File: src/rtl/stage_memory_hs_if.sv
// ----------------------------------------------------------------------------
// stage_memory_hs_pkg / stage_memory_hs_if
//
// Purpose:
//    Shared types for the memory-access stage and the data-memory bus
//    interface it drives.
//
// Interface signals (data-memory req/ack bus):
//    req         master->slave  request outstanding
//    we          master->slave  1 = store
//    addr        master->slave  word-aligned byte address
//    write_data  master->slave  store data already shifted onto byte lanes
//    write_mask  master->slave  byte enables
//    ack         slave->master  request complete, read_data valid this cycle
//    err         slave->master  qualifies ack: bus error
//    read_data   slave->master  read word
// ----------------------------------------------------------------------------
package stage_memory_hs_pkg;

   typedef enum logic [1:0] {
      MA_X     = 2'd0,
      MA_LOAD  = 2'd1,
      MA_STORE = 2'd2
   } ma_mode_t;

   typedef enum logic [1:0] {
      MA_B = 2'd0,
      MA_H = 2'd1,
      MA_W = 2'd2
   } ma_size_t;

   typedef enum logic [1:0] {
      WB_ALU = 2'd0,
      WB_MEM = 2'd1,
      WB_PC4 = 2'd2,
      WB_CSR = 2'd3
   } wb_src_t;

   localparam logic [3:0] CAUSE_NONE             = 4'd0;
   localparam logic [3:0] CAUSE_LOAD_MISALIGNED  = 4'd4;
   localparam logic [3:0] CAUSE_LOAD_FAULT       = 4'd5;
   localparam logic [3:0] CAUSE_STORE_MISALIGNED = 4'd6;
   localparam logic [3:0] CAUSE_STORE_FAULT      = 4'd7;

endpackage

interface stage_memory_hs_if;
   logic        req;
   logic        we;
   logic [31:0] addr;
   logic [31:0] write_data;
   logic [3:0]  write_mask;
   logic        ack;
   logic        err;
   logic [31:0] read_data;

   modport master (
      output req, we, addr, write_data, write_mask,
      input  ack, err, read_data
   );

   modport slave (
      input  req, we, addr, write_data, write_mask,
      output ack, err, read_data
   );
endinterface

File: src/rtl/stage_memory_hs.sv
// ----------------------------------------------------------------------------
// stage_memory_hs
//
// Purpose:
//    RV32 memory-access pipeline stage between execute and write-back.
//    Non-memory instructions pass through in one cycle. Loads and stores
//    issue a registered request on a variable-latency req/ack data bus and
//    stall upstream (ready_o low) until the bus acknowledges or times out.
//    Load data is lane-selected and sign/zero-extended here. Misaligned
//    accesses and bus errors/timeouts retire as traps.
//
// Ports:
//    clk_i, reset_i     clock, synchronous active-high reset
//    valid_i / ready_o  upstream handshake (accept = valid_i && ready_o)
//    pc_i, ir_i         instruction being retired
//    ma_*_i             access mode, size, address and unshifted store data
//    wb_*_i             write-back source, non-memory result, rd-write flag
//    dmem               data-memory bus (master side)
//    valid_o            one-cycle pulse per retiring instruction
//    pc_o, ir_o, wb_*_o registered retire information
//    trap_o, trap_cause_o  trap flag and cause (4/5/6/7)
//    empty_async_o      combinational: idle and nothing useful arriving
// ----------------------------------------------------------------------------
module stage_memory_hs
   import stage_memory_hs_pkg::*;
#(
   parameter int unsigned TIMEOUT_CYCLES  = 16,
   parameter bit          TRAP_MISALIGNED = 1'b1,
   parameter logic [31:0] NOP_PC          = 32'h0000_0000,
   parameter logic [31:0] NOP_IR          = 32'h0000_0013
) (
   input  logic        clk_i,
   input  logic        reset_i,

   input  logic        valid_i,
   output logic        ready_o,
   input  logic [31:0] pc_i,
   input  logic [31:0] ir_i,
   input  logic [31:0] ma_addr_i,
   input  ma_mode_t    ma_mode_i,
   input  ma_size_t    ma_size_i,
   input  logic [31:0] ma_data_i,
   input  wb_src_t     wb_src_i,
   input  logic [31:0] wb_data_i,
   input  logic        wb_valid_i,

   stage_memory_hs_if.master dmem,

   output logic        valid_o,
   output logic [31:0] pc_o,
   output logic [31:0] ir_o,
   output logic [4:0]  wb_addr_o,
   output logic [31:0] wb_data_o,
   output logic        wb_valid_o,
   output logic        trap_o,
   output logic [3:0]  trap_cause_o,
   output logic        empty_async_o
);

   localparam int unsigned CW = (TIMEOUT_CYCLES > 1) ? $clog2(TIMEOUT_CYCLES) : 1;
   localparam logic [CW-1:0] TO_LAST = CW'(TIMEOUT_CYCLES - 1);

   typedef enum logic [0:0] {
      S_IDLE = 1'b0,
      S_BUSY = 1'b1
   } state_t;

   // Byte enables for a store of the given size at the given byte offset.
   function automatic logic [3:0] store_mask(input ma_size_t size, input logic [1:0] lo);
      logic [3:0] m;
      case (size)
         MA_B:    m = 4'b0001 << lo;
         MA_H:    m = lo[1] ? 4'b1100 : 4'b0011;
         MA_W:    m = 4'b1111;
         default: m = 4'b0000;
      endcase
      return m;
   endfunction

   function automatic logic is_misaligned(input ma_size_t size, input logic [1:0] lo);
      logic mis;
      case (size)
         MA_H:    mis = lo[0];
         MA_W:    mis = (lo != 2'b00);
         default: mis = 1'b0;
      endcase
      return mis;
   endfunction

   // Lane offset used for read data; a misaligned access that was allowed
   // onto the bus reads from the naturally aligned lane.
   function automatic logic [1:0] load_lane(input ma_size_t size, input logic [1:0] lo);
      logic [1:0] l;
      case (size)
         MA_B:    l = lo;
         MA_H:    l = {lo[1], 1'b0};
         default: l = 2'b00;
      endcase
      return l;
   endfunction

   // Select the addressed lane and extend to 32 bits (uns = LBU/LHU).
   function automatic logic [31:0] load_align(input logic [31:0] rdata, input ma_size_t size,
                                              input logic [1:0] lane, input logic uns);
      logic [31:0] sh;
      logic [31:0] r;
      sh = rdata >> {lane, 3'b000};
      case (size)
         MA_B:    r = uns ? {24'h00_0000, sh[7:0]} : {{24{sh[7]}}, sh[7:0]};
         MA_H:    r = uns ? {16'h0000, sh[15:0]} : {{16{sh[15]}}, sh[15:0]};
         MA_W:    r = sh;
         default: r = sh;
      endcase
      return r;
   endfunction

   state_t        state_q, state_d;
   logic [CW-1:0] cnt_q, cnt_d;

   logic          req_q, req_d;
   logic          we_q, we_d;
   logic [31:0]   addr_q, addr_d;
   logic [31:0]   wdata_q, wdata_d;
   logic [3:0]    mask_q, mask_d;

   // Instruction fields held while the bus access is outstanding.
   logic [31:0]   lat_pc_q, lat_pc_d;
   logic [31:0]   lat_ir_q, lat_ir_d;
   ma_size_t      lat_size_q, lat_size_d;
   logic [1:0]    lat_lane_q, lat_lane_d;
   wb_src_t       lat_src_q, lat_src_d;
   logic [31:0]   lat_wbd_q, lat_wbd_d;
   logic          lat_wbv_q, lat_wbv_d;

   logic          valid_q, valid_d;
   logic [31:0]   pc_q, pc_d;
   logic [31:0]   ir_q, ir_d;
   logic [4:0]    wb_addr_q, wb_addr_d;
   logic [31:0]   wb_data_q, wb_data_d;
   logic          wb_valid_q, wb_valid_d;
   logic          trap_q, trap_d;
   logic [3:0]    cause_q, cause_d;

   logic          mis_s;
   logic [31:0]   load_val_s;

   assign mis_s      = is_misaligned(ma_size_i, ma_addr_i[1:0]);
   assign load_val_s = load_align(dmem.read_data, lat_size_q, lat_lane_q, lat_ir_q[14]);

   // Next-state, bus payload and retire-register logic.
   always_comb begin
      state_d    = state_q;
      cnt_d      = cnt_q;
      req_d      = req_q;
      we_d       = we_q;
      addr_d     = addr_q;
      wdata_d    = wdata_q;
      mask_d     = mask_q;
      lat_pc_d   = lat_pc_q;
      lat_ir_d   = lat_ir_q;
      lat_size_d = lat_size_q;
      lat_lane_d = lat_lane_q;
      lat_src_d  = lat_src_q;
      lat_wbd_d  = lat_wbd_q;
      lat_wbv_d  = lat_wbv_q;
      valid_d    = 1'b0;
      pc_d       = pc_q;
      ir_d       = ir_q;
      wb_addr_d  = wb_addr_q;
      wb_data_d  = wb_data_q;
      wb_valid_d = wb_valid_q;
      trap_d     = trap_q;
      cause_d    = cause_q;

      case (state_q)
         S_IDLE: begin
            if (valid_i) begin
               case (ma_mode_i)
                  MA_LOAD, MA_STORE: begin
                     if (mis_s && TRAP_MISALIGNED) begin
                        valid_d    = 1'b1;
                        pc_d       = pc_i;
                        ir_d       = ir_i;
                        wb_addr_d  = ir_i[11:7];
                        wb_data_d  = 32'h0000_0000;
                        wb_valid_d = 1'b0;
                        trap_d     = 1'b1;
                        cause_d    = (ma_mode_i == MA_STORE) ? CAUSE_STORE_MISALIGNED
                                                             : CAUSE_LOAD_MISALIGNED;
                     end else begin
                        state_d    = S_BUSY;
                        cnt_d      = '0;
                        req_d      = 1'b1;
                        we_d       = (ma_mode_i == MA_STORE);
                        addr_d     = {ma_addr_i[31:2], 2'b00};
                        wdata_d    = ma_data_i << {ma_addr_i[1:0], 3'b000};
                        // Loads and tolerated misaligned accesses write no bytes.
                        mask_d     = ((ma_mode_i == MA_STORE) && !mis_s)
                                     ? store_mask(ma_size_i, ma_addr_i[1:0]) : 4'b0000;
                        lat_pc_d   = pc_i;
                        lat_ir_d   = ir_i;
                        lat_size_d = ma_size_i;
                        lat_lane_d = load_lane(ma_size_i, ma_addr_i[1:0]);
                        lat_src_d  = wb_src_i;
                        lat_wbd_d  = wb_data_i;
                        lat_wbv_d  = wb_valid_i;
                     end
                  end
                  default: begin
                     valid_d    = 1'b1;
                     pc_d       = pc_i;
                     ir_d       = ir_i;
                     wb_addr_d  = ir_i[11:7];
                     wb_data_d  = wb_data_i;
                     wb_valid_d = wb_valid_i;
                     trap_d     = 1'b0;
                     cause_d    = CAUSE_NONE;
                  end
               endcase
            end else begin
               state_d = S_IDLE;
            end
         end

         S_BUSY: begin
            // An ack on the final timeout cycle wins over the timeout.
            if (dmem.ack) begin
               state_d   = S_IDLE;
               req_d     = 1'b0;
               valid_d   = 1'b1;
               pc_d      = lat_pc_q;
               ir_d      = lat_ir_q;
               wb_addr_d = lat_ir_q[11:7];
               if (dmem.err) begin
                  wb_data_d  = 32'h0000_0000;
                  wb_valid_d = 1'b0;
                  trap_d     = 1'b1;
                  cause_d    = we_q ? CAUSE_STORE_FAULT : CAUSE_LOAD_FAULT;
               end else if (we_q) begin
                  wb_data_d  = lat_wbd_q;
                  wb_valid_d = 1'b0;
                  trap_d     = 1'b0;
                  cause_d    = CAUSE_NONE;
               end else begin
                  // rd receives the loaded value when write-back is routed from memory.
                  wb_data_d  = (lat_src_q == WB_MEM) ? load_val_s : lat_wbd_q;
                  wb_valid_d = lat_wbv_q;
                  trap_d     = 1'b0;
                  cause_d    = CAUSE_NONE;
               end
            end else if ((TIMEOUT_CYCLES != 0) && (cnt_q == TO_LAST)) begin
               state_d    = S_IDLE;
               req_d      = 1'b0;
               valid_d    = 1'b1;
               pc_d       = lat_pc_q;
               ir_d       = lat_ir_q;
               wb_addr_d  = lat_ir_q[11:7];
               wb_data_d  = 32'h0000_0000;
               wb_valid_d = 1'b0;
               trap_d     = 1'b1;
               cause_d    = we_q ? CAUSE_STORE_FAULT : CAUSE_LOAD_FAULT;
            end else begin
               cnt_d = cnt_q + CW'(1);
            end
         end

         default: begin
            state_d = S_IDLE;
            req_d   = 1'b0;
         end
      endcase
   end

   // State, bus payload and retire registers with synchronous reset.
   always_ff @(posedge clk_i) begin
      if (reset_i) begin
         state_q    <= S_IDLE;
         cnt_q      <= '0;
         req_q      <= 1'b0;
         we_q       <= 1'b0;
         addr_q     <= 32'h0000_0000;
         wdata_q    <= 32'h0000_0000;
         mask_q     <= 4'b0000;
         lat_pc_q   <= 32'h0000_0000;
         lat_ir_q   <= 32'h0000_0000;
         lat_size_q <= MA_B;
         lat_lane_q <= 2'b00;
         lat_src_q  <= WB_ALU;
         lat_wbd_q  <= 32'h0000_0000;
         lat_wbv_q  <= 1'b0;
         valid_q    <= 1'b0;
         pc_q       <= NOP_PC;
         ir_q       <= NOP_IR;
         wb_addr_q  <= 5'd0;
         wb_data_q  <= 32'h0000_0000;
         wb_valid_q <= 1'b0;
         trap_q     <= 1'b0;
         cause_q    <= CAUSE_NONE;
      end else begin
         state_q    <= state_d;
         cnt_q      <= cnt_d;
         req_q      <= req_d;
         we_q       <= we_d;
         addr_q     <= addr_d;
         wdata_q    <= wdata_d;
         mask_q     <= mask_d;
         lat_pc_q   <= lat_pc_d;
         lat_ir_q   <= lat_ir_d;
         lat_size_q <= lat_size_d;
         lat_lane_q <= lat_lane_d;
         lat_src_q  <= lat_src_d;
         lat_wbd_q  <= lat_wbd_d;
         lat_wbv_q  <= lat_wbv_d;
         valid_q    <= valid_d;
         pc_q       <= pc_d;
         ir_q       <= ir_d;
         wb_addr_q  <= wb_addr_d;
         wb_data_q  <= wb_data_d;
         wb_valid_q <= wb_valid_d;
         trap_q     <= trap_d;
         cause_q    <= cause_d;
      end
   end

   assign ready_o       = (state_q == S_IDLE);
   assign empty_async_o = (state_q == S_IDLE) && (!valid_i || (pc_i == NOP_PC));

   assign dmem.req        = req_q;
   assign dmem.we         = we_q;
   assign dmem.addr       = addr_q;
   assign dmem.write_data = wdata_q;
   assign dmem.write_mask = mask_q;

   assign valid_o      = valid_q;
   assign pc_o         = pc_q;
   assign ir_o         = ir_q;
   assign wb_addr_o    = wb_addr_q;
   assign wb_data_o    = wb_data_q;
   assign wb_valid_o   = wb_valid_q;
   assign trap_o       = trap_q;
   assign trap_cause_o = cause_q;

endmodule

File: src/flat_wrapper.sv
// flat-port wrapper written by rule: the top's interface ports become plain ports
module stage_memory_hs_flat import stage_memory_hs_pkg::*;
#(
   parameter int unsigned TIMEOUT_CYCLES  = 16,
   parameter bit          TRAP_MISALIGNED = 1'b1,
   parameter logic [31:0] NOP_PC          = 32'h0000_0000,
   parameter logic [31:0] NOP_IR          = 32'h0000_0013
)
  (clk_i, reset_i, valid_i, ready_o, pc_i, ir_i, ma_addr_i, ma_mode_i, ma_size_i, ma_data_i, wb_src_i, wb_data_i, wb_valid_i, valid_o, pc_o, ir_o, wb_addr_o, wb_data_o, wb_valid_o, trap_o, trap_cause_o, empty_async_o, dmem_req, dmem_we, dmem_addr, dmem_write_data, dmem_write_mask, dmem_ack, dmem_err, dmem_read_data);
  stage_memory_hs_if dmem_i ();
  input  logic clk_i;
  input  logic reset_i;
  input  logic valid_i;
  output logic ready_o;
  input  logic [31:0] pc_i;
  input  logic [31:0] ir_i;
  input  logic [31:0] ma_addr_i;
  input  ma_mode_t ma_mode_i;
  input  ma_size_t ma_size_i;
  input  logic [31:0] ma_data_i;
  input  wb_src_t wb_src_i;
  input  logic [31:0] wb_data_i;
  input  logic wb_valid_i;
  output logic valid_o;
  output logic [31:0] pc_o;
  output logic [31:0] ir_o;
  output logic [4:0] wb_addr_o;
  output logic [31:0] wb_data_o;
  output logic wb_valid_o;
  output logic trap_o;
  output logic [3:0] trap_cause_o;
  output logic empty_async_o;
  output wire logic [$bits(dmem_i.req)-1:0] dmem_req;
  output wire logic [$bits(dmem_i.we)-1:0] dmem_we;
  output wire logic [$bits(dmem_i.addr)-1:0] dmem_addr;
  output wire logic [$bits(dmem_i.write_data)-1:0] dmem_write_data;
  output wire logic [$bits(dmem_i.write_mask)-1:0] dmem_write_mask;
  input wire logic [$bits(dmem_i.ack)-1:0] dmem_ack;
  input wire logic [$bits(dmem_i.err)-1:0] dmem_err;
  input wire logic [$bits(dmem_i.read_data)-1:0] dmem_read_data;
  assign dmem_req = dmem_i.req;
  assign dmem_we = dmem_i.we;
  assign dmem_addr = dmem_i.addr;
  assign dmem_write_data = dmem_i.write_data;
  assign dmem_write_mask = dmem_i.write_mask;
  assign dmem_i.ack = dmem_ack;
  assign dmem_i.err = dmem_err;
  assign dmem_i.read_data = dmem_read_data;
  stage_memory_hs #(.TIMEOUT_CYCLES(TIMEOUT_CYCLES), .TRAP_MISALIGNED(TRAP_MISALIGNED), .NOP_PC(NOP_PC), .NOP_IR(NOP_IR)) u_core (.clk_i(clk_i), .reset_i(reset_i), .valid_i(valid_i), .ready_o(ready_o), .pc_i(pc_i), .ir_i(ir_i), .ma_addr_i(ma_addr_i), .ma_mode_i(ma_mode_i), .ma_size_i(ma_size_i), .ma_data_i(ma_data_i), .wb_src_i(wb_src_i), .wb_data_i(wb_data_i), .wb_valid_i(wb_valid_i), .dmem(dmem_i), .valid_o(valid_o), .pc_o(pc_o), .ir_o(ir_o), .wb_addr_o(wb_addr_o), .wb_data_o(wb_data_o), .wb_valid_o(wb_valid_o), .trap_o(trap_o), .trap_cause_o(trap_cause_o), .empty_async_o(empty_async_o));
endmodule
File: config.mk
export PLATFORM = sky130hd
export DESIGN_NAME = stage_memory_hs_flat
export DESIGN_NICKNAME = d
export VERILOG_FILES = /design/src/rtl/stage_memory_hs_if.sv /design/src/rtl/stage_memory_hs.sv /design/src/flat_wrapper.sv
export SDC_FILE = /design/constraint.sdc
export NUM_CORES = 1
export LEC_CHECK = 0
export ABC_AREA = 1
export CAP_MARGIN = 20
export CORE_MARGIN = 2
export CORE_UTILIZATION = 51
export CTS_BUF_LIST = sky130_fd_sc_hd__clkbuf_8 sky130_fd_sc_hd__clkbuf_16
export DETAILED_ROUTE_END_ITERATION = 8
export MAX_ROUTING_LAYER = met4
export PLACE_DENSITY = 0.86
export SLEW_MARGIN = 15
export SYNTH_ARGS = -nofsm -noshare
export SYNTH_HDL_FRONTEND = slang
export SYNTH_SLANG_ARGS = --single-unit
File: constraint.sdc
create_clock -name clk_i -period 5.4 [get_ports clk_i]
set_input_delay 1.35 -clock clk_i [delete_from_list [all_inputs] [get_ports clk_i]]
set_output_delay 1.35 -clock clk_i [all_outputs]
set_load 0.005 [all_outputs]
* Yosys cells after proc, flatten, opt, wreduce, memory -nomap -nowiden
Index checks and enable logic that the tools add are counted.
** Cells by class
- Add/sub/neg operators :: 1
- Eq/ne operators :: 14
- Shift operators :: 3
- Multiplexer cells :: 82
- Bitwise logic cells :: 2
- Reductions and logical operators :: 14
** Operators with widths (number)
- $mux 32 :: 20
- $pmux 32 s2 :: 4
- $mux 4 :: 13
- $logic_not 32->1 :: 1
- $shl 32x5->32 :: 1
- $shr 32x5->32 :: 1
- $mux 1 :: 27
- $mux 5 :: 5
- $pmux 4 s2 :: 2
- $pmux 1 s2 :: 6
- $pmux 4 s3 :: 1
- $pmux 5 s2 :: 1
- $eq 2x1->1 const B :: 4
- $ne 2x2->1 const B :: 4
- $reduce_and 4->1 :: 2
- $reduce_and 5->1 :: 1
- $add 4x1->4 const B :: 1
- $eq 2x2->1 const B :: 2
- $eq 4x4->1 const B :: 1
- $logic_not 2->1 :: 2
- $mux 2 :: 2
- $pmux 2 s2 :: 1
- $shl 1x2->4 const A :: 1
- $ne 3x2->1 const B :: 1
- other kinds (9) :: 12
** Storage, ports and cells
- Register bits after elaboration :: 284
- Logic and storage cells :: 138

* Depth between registers and ports, before layout
Gate-level depths: netlist (run 1).
- Depth after elaboration :: 8
- Depth in mapped cells :: 12
- Mapped depth without buffers :: 11

* Least setup slack after synthesis (run 1)
No wires, ideal clock.
- Path kind :: input-to-output
- From :: input pc_i[7]
- To :: output empty_async_o
- Arrival time :: 1.934 ns
- Data required time :: 4.050 ns
- Setup slack :: 2.116 ns
- Stages :: 5
- Buffers on the path :: 0
- Cells stage by stage :: nor4_1 -> nand4_1 -> nor2_1 -> nor2_1 -> nor2_1
** Between the ends
- Longest elaborated chain between the ends :: 3
** RTL lines
- start, declared :: line flat_wrapper.sv:15 : input logic [31:0] pc_i;
- $logic_not 32->1 :: line stage_memory_hs.sv:326 : assign empty_async_o = (state_q == S_IDLE) && (!valid_i || (pc_i == NOP_PC));
- $logic_or 1x1->1 :: line stage_memory_hs.sv:326
- $logic_and 1x1->1 :: line stage_memory_hs.sv:326
- end, declared :: line flat_wrapper.sv:32 : output logic empty_async_o;
No other way between the ends.

* Worst setup path after layout (run 1)
- From :: input pc_i[4]
- To :: output empty_async_o
Same word-level chain as after synthesis.

==> results.sh, run 1 <==
export IMPL_final_common_cell="nand2_1"
export IMPL_drt_iter0_drc=1411
export IMPL_final_hold_viol_count=0
export IMPL_worst_r2r_cell_count=9
export IMPL_grt_use_total=0.322
export IMPL_finalSetupViolCount=0
export IMPL_path_delay_family="simple AND/OR/NAND/NOR gates"
export IMPL_clock_latency_ns=0.54
export IMPL_place_congestion=0.949
export IMPL_syn_to_final_growth_pct=35.4
export IMPL_crit_top_cell="nor2_1"
export IMPL_htree_levels=1
export IMPL_drt_pre_antenna_iters=6
export IMPL_required_ns=4.05
export IMPL_cts_hold_fix_buffers=0
export IMPL_tightest_slew_ns=1.05
export IMPL_ant_nets=0
export IMPL_skew_ns=0.00967
export IMPL_cp_start_kind="input port"
export IMPL_period_minus_slack_ns=4.78
export IMPL_vias_per_cell=5.49
export IMPL_slowest_stage="clkdlybuf4s50_1"
export IMPL_max_stage_delay_ns=0.50
export IMPL_ios=384
export IMPL_remaining_drc_errors=0
export IMPL_antenna_found_initial=1
export IMPL_core_area_um2=24400
export IMPL_dp_hpwl_um=28400
export IMPL_ys_seq_area_frac=0.436
export IMPL_cts_setup_buffers=0
export IMPL_synth_cells=1887
export IMPL_cts_sink_count=277
export IMPL_crit_buf_inv=2
export IMPL_critPathMaxFanout=3
export IMPL_grt_max_degree=116
export IMPL_cp_arrival_ns=3.43
export IMPL_relSlewSlack=0.302
export IMPL_io_buffers=380
export IMPL_synth_main_ff_cell="dfxtp_1"
export IMPL_finalCritPeriodShare=0.884
export IMPL_rows=57
export IMPL_clock_path_buffers=3
export IMPL_ys_ff_latch=277
export IMPL_layout_nets=2374
export IMPL_path_depth=7
export IMPL_grt_first_pass_wirelength_um=66800
export IMPL_finalMaxSlewViolations=0
export IMPL_clk_pin_slew_ns=0.06
export IMPL_synth_distinct_cells=33
export IMPL_min_path_type="flip-flop to flip-flop"
export IMPL_max_freq_mhz=209
export IMPL_final_cell_mix="558 x nand2_1, 379 x clkdlybuf4s50_1, 276 x dfxtp_1"
export IMPL_status="completed"
export IMPL_fill_cells=2040
export IMPL_p_per_area_nw_per_um2=310
export IMPL_cts_resized=0
export IMPL_drive_above_1_share=0.0376
export IMPL_p_leak_nw=7.05
export IMPL_synth_warnings=0
export IMPL_first_global_vias=13000
export IMPL_stdcell_area_um2=17200
export IMPL_endpoint_kind="output pin"
export IMPL_die_w_um=162
export IMPL_wirelength_um=42900
export IMPL_async_reset_ff_frac=0
export IMPL_ir_worst_vdd_v=0.000267
export IMPL_rsz0062_at_grt="false"
export IMPL_dieArea_um2=26200
export IMPL_syn_area_um2=12700
export IMPL_avgSynthCellArea_um2=6.74
export IMPL_path_cells="clkdlybuf4s50_1 -> nor4_1 -> nand4_1 -> nor2_1 -> nor2_1 -> nor2_1 -> clkdlybuf4s50_1"
export IMPL_die_h_um=162
export IMPL_synth_edf_count=0
export IMPL_clock_root_buffer="clkbuf_16"
export IMPL_cts_buffers_inserted=28
export IMPL_postLayoutCoreUtil=0.706
export IMPL_holdPathStages=2
export IMPL_start_util=0.522
export IMPL_cts_tree="built"
export IMPL_crit_type="input port to output pin"
export IMPL_maxCapViolCount=0
export IMPL_wl_per_cell_um=17.1
export IMPL_placed_cell_area_um2=16300
export IMPL_num_vias=13800
export IMPL_setup_tns_ns=0
export IMPL_overflow=0
state kept, by name (all words and copies together), names as in the netlist, 2 cells and up:
signal	flops
u_core.cnt_q	4
u_core.dmem.addr	30
u_core.lat_pc_q	32
u_core.dmem.write_mask	4
u_core.wb_addr_o	4
u_core.lat_wbd_q	32
u_core.trap_cause_o	3
u_core.wb_data_o	32
u_core.lat_size_q	2
u_core.lat_ir_q	32
u_core.lat_src_q	2
u_core.pc_o	32
u_core.ir_o	28
u_core.lat_lane_q	2
u_core.dmem.write_data	32
per-stage QoR:
stage                     setup slack, ns  hold slack [ns]  cells  power [mW]
after floorplan                      2.12            0.425   1889        2.92
after global placement              0.618            0.432   2458        3.45
after detailed placement            0.617            0.439   2458        3.48
after CTS                           0.619            0.448   2506        5.36
after global routing                0.544            0.473   2507        5.58
final                               0.624            0.450   2508        5.35
power by group:
| part | switching, mW | total, mW | internal (mW) |
|---|---|---|---|
| combinational | 0.600 | 1.12 | 0.523 |
| clock | 0.813 | 1.89 | 1.08 |
| sequential | 0.108 | 2.33 | 2.22 |
| total | 1.52 | 5.35 | 3.83 |
cells in the mapped netlist, types with 3 or more instances:
cell type,n,area (um2)
nand2_2,3,18.8
ha_1,6,75.1
nor4_1,6,37.5
buf_2,48,240
nor2_1,214,803
inv_1,85,319
clkbuf_1,59,221
nand4_1,7,43.8
buf_1,13,48.8
buf_4,24,180
o31ai_1,8,60.1
o21ai_1,32,160
o211ai_1,13,97.6
dfxtp_1,277,5550
inv_2,5,18.8
o21ai_0,199,996
buf_6,8,90.1
a21oi_1,232,1160
nand3_1,72,360
nand2_1,558,2090
per-layer routing:
layer  vias up  routed length (um)  GRT usage
met5         -                   0          -
met1      6352               16800      0.385
met3       135                4110     0.0748
met2       659               19900      0.516
met4         0                2120      0.149
li1       6635                   -          -
worst paths after layout:
check,startpoint,to,slack [ns]
worst max-delay path,pc_i[4],empty_async_o,0.62
worst max register to register,u_core.lat_lane_q[0],u_core.wb_data_o[27],2.93
worst min register to register,u_core.lat_pc_q[8],u_core.lat_pc_q[8],0.45
worst min-delay path,u_core.lat_pc_q[8],u_core.lat_pc_q[8],0.45
kinds of logic after synthesis:
kind of cell	after synthesis	share of synthesized area
AOI/OAI and AO/OA	487	0.196
xor gates and xnor gates	1	0.000688
adders and majority gates	6	0.00590
buffers and inverters	245	0.0893
DFF	277	0.436
other	1	0.000295
and+or+nand+nor	870	0.272
area by class of cell:
class                   count  area (um2)  share of cell area
clock buffers              34         795              0.0461
diodes                      2        5.00            0.000290
flip-flops and latches    277        5550               0.322
repair buffers            398        3970               0.231
multi-input cells        1367        6050               0.351
well taps                 324         405              0.0235
clock inverters            14        95.1             0.00552
inverters                  92         357              0.0207
worst reg2reg max path, stage by stage (launching register included):
cell,delay (ns)
dfxtp_1,0.92
inv_4,0.34
nand2_1,0.16
nand3_1,0.12
nand3_1,0.17
nand3_2,0.27
nand2_1,0.18
nand2_1,0.06
nand2_1,0.06
a21oi_1,0.08
No activity file was read; power rests on OpenSTA's default activity.
==> run 2, diff against run 1 <==
--- a/config.mk
+++ b/config.mk
@@ -7,9 +7,10 @@
 export LEC_CHECK = 0
 export ABC_AREA = 1
 export CAP_MARGIN = 20
-export CORE_MARGIN = 2
+export CORE_MARGIN = 3
 export CORE_UTILIZATION = 51
 export CTS_BUF_LIST = sky130_fd_sc_hd__clkbuf_8 sky130_fd_sc_hd__clkbuf_16
+export CTS_CLUSTER_DIAMETER = 100
 export DETAILED_ROUTE_END_ITERATION = 8
 export MAX_ROUTING_LAYER = met4
 export PLACE_DENSITY = 0.86
==> run 2 against run 1 <==
  * Worst setup slack worse by 0.081 ns
  * Die area increased by 2.5%
  * Hold slack improved by 0.00087 ns
  * Core utilization grew 0.65 points
  * Register-to-register slack worse by 0.10 ns
  * Fmax is 1.7% lower
  * Flip-flop and latch count unchanged
==> results.sh, run 2 (same netlist as run 1, synthesis figures left out) <==
export IMPL_cts_buffers_inserted=30
export IMPL_core_area_um2=24400
export IMPL_finalSetupViolCount=0
export IMPL_final_hold_viol_count=0
export IMPL_p_int_mw=4.01
export IMPL_drt_pre_antenna_iters=5
export IMPL_p_per_area_nw_per_um2=320
export IMPL_cts_hold_fix_buffers=0
export IMPL_clock_root_buffer="clkbuf_16"
export IMPL_timing_hold_ws_ns=0.451
export IMPL_p_leak_nw=7.13
export IMPL_period_minus_slack_ns=4.86
export IMPL_cts_tree="built"
export IMPL_final_common_cell="nand2_1"
export IMPL_die_h_um=164
export IMPL_worst_r2r_cell_count=9
export IMPL_layout_nets=2377
export IMPL_relSlewSlack=0.315
export IMPL_grt_first_pass_wirelength_um=67600
export IMPL_syn_to_final_growth_pct=36.7
export IMPL_grt_use_total=0.319
export IMPL_drt_iter0_drc=1439
export IMPL_sw_frac_of_total=0.278
export IMPL_rsz0062_at_grt="false"
export IMPL_final_cells=2518
export IMPL_drive_above_1_share=0.0406
export IMPL_holdPathStages=2
export IMPL_start_util=0.522
export IMPL_htree_levels=1
export IMPL_ant_nets=0
export IMPL_clock_path_buffers=3
export IMPL_remaining_drc_errors=0
export IMPL_cp_start_kind="input port"
export IMPL_die_w_um=164
export IMPL_final_cell_mix="558 x nand2_1, 379 x clkdlybuf4s50_1, 276 x dfxtp_1"
export IMPL_setup_tns_ns=0
export IMPL_maxCapViolCount=0
export IMPL_finalMaxSlewViolations=0
export IMPL_p_comb_frac=0.202
export IMPL_num_vias=13800
export IMPL_grt_max_degree=98
export IMPL_max_freq_mhz=206
export IMPL_cts_setup_buffers=0
export IMPL_worst_slack_ns=0.543
export IMPL_critPathMaxFanout=3
export IMPL_endpoint_kind="output pin"
export IMPL_overflow=0
export IMPL_clkPwrFrac=0.378
export IMPL_dp_cells=2459
export IMPL_crit_type="input port to output pin"
export IMPL_clk_pin_slew_ns=0.06
export IMPL_p_seq_frac=0.420
export IMPL_ios=384
export IMPL_skew_ns=0.0137
export IMPL_dieArea_um2=26900
export IMPL_cts_sink_count=277
export IMPL_required_ns=4.05
export IMPL_finalCritPeriodShare=0.899
export IMPL_cp_arrival_ns=3.51
export IMPL_cts_resized=0
export IMPL_wirelength_um=43900
export IMPL_dp_hpwl_um=29400
export IMPL_placed_cell_area_um2=16300
export IMPL_vias_per_cell=5.48
export IMPL_clock_latency_ns=0.55
export IMPL_rows=57
export IMPL_min_path_type="flip-flop to flip-flop"
export IMPL_status="completed"
export IMPL_io_buffers=380
export IMPL_antenna_found_initial=2
export IMPL_stdcell_area_um2=17400
export IMPL_pre_cts_slack_ns=0.472
export IMPL_place_congestion=0.950
export IMPL_tightest_slew_ns=1.03
export IMPL_first_global_vias=13000
export IMPL_net_switching_power_mw=1.55
export IMPL_ir_worst_vdd_v=0.000244
export IMPL_wl_per_cell_um=17.4
## run 2: changes by cell type in the layout (fill, tap and decap cells not counted), sizes merged
cell	previous run	this run
buf	19	20
bufinv	1	2
clkbuf	34	41
clkinv	7	4
clkinvlp	0	1
diode	2	3
inv	98	100
## run 2: final cells by class
class,count,area (um2)
Inverter,92,357
Timing Repair Buffer,399,3980
Sequential cell,277,5550
Fill cell,1955,7000
Antenna cell,3,7.51
Clock buffer,41,913
Clock inverter,15,125
Multi-Input combinational cell,1367,6050
Tap cell,324,405
## run 2: metal layers
metal / vias up / global-route usage / wire [um]
met2: 677 / 0.520 / 21100
met3: 117 / 0.0683 / 3950
met4: 0 / 0.126 / 1840
li1: 6662 / - / -
met5: - / - / 0
met1: 6334 / 0.388 / 17100
## run 2: critical path, stage by stage
cell	delay, ns
clkdlybuf4s50_1	0.45
nor4_1	0.48
buf_4	0.19
nand4_1	0.22
nor2_1	0.17
nor2_1	0.05
nor2_1	0.08
clkdlybuf4s50_1	0.51
## run 2: worst paths after layout
path,from,to,slack [ns]
max,pc_i[3],empty_async_o,0.54
min,u_core.lat_pc_q[8],u_core.lat_pc_q[8],0.45
max reg2reg,u_core.lat_lane_q[0],u_core.wb_data_o[25],2.83
min reg2reg,u_core.lat_pc_q[8],u_core.lat_pc_q[8],0.45
## run 2: power groups by stage
| stage | registers, mW | logic, mW | clock network [mW] |
|---|---|---|---|
| final | 2.33 | 1.12 | 2.10 |
| after global routing | 2.35 | 1.24 | 2.22 |
| after CTS | 2.33 | 1.12 | 2.12 |
| after detailed placement | 2.37 | 1.11 | 0 |
| after global placement | 2.37 | 1.10 | 0 |
| after floorplan | 2.35 | 0.572 | 0 |
## run 2: metrics by stage
| step | power, mW | util |
|---|---|---|
| global placement | 3.46 | 0.670 |
| CTS | 5.57 | 0.713 |
| global route | 5.80 | 0.713 |
| floorplan | 2.92 | - |
| detailed placement | 3.48 | 0.670 |
| finish | 5.56 | 0.713 |
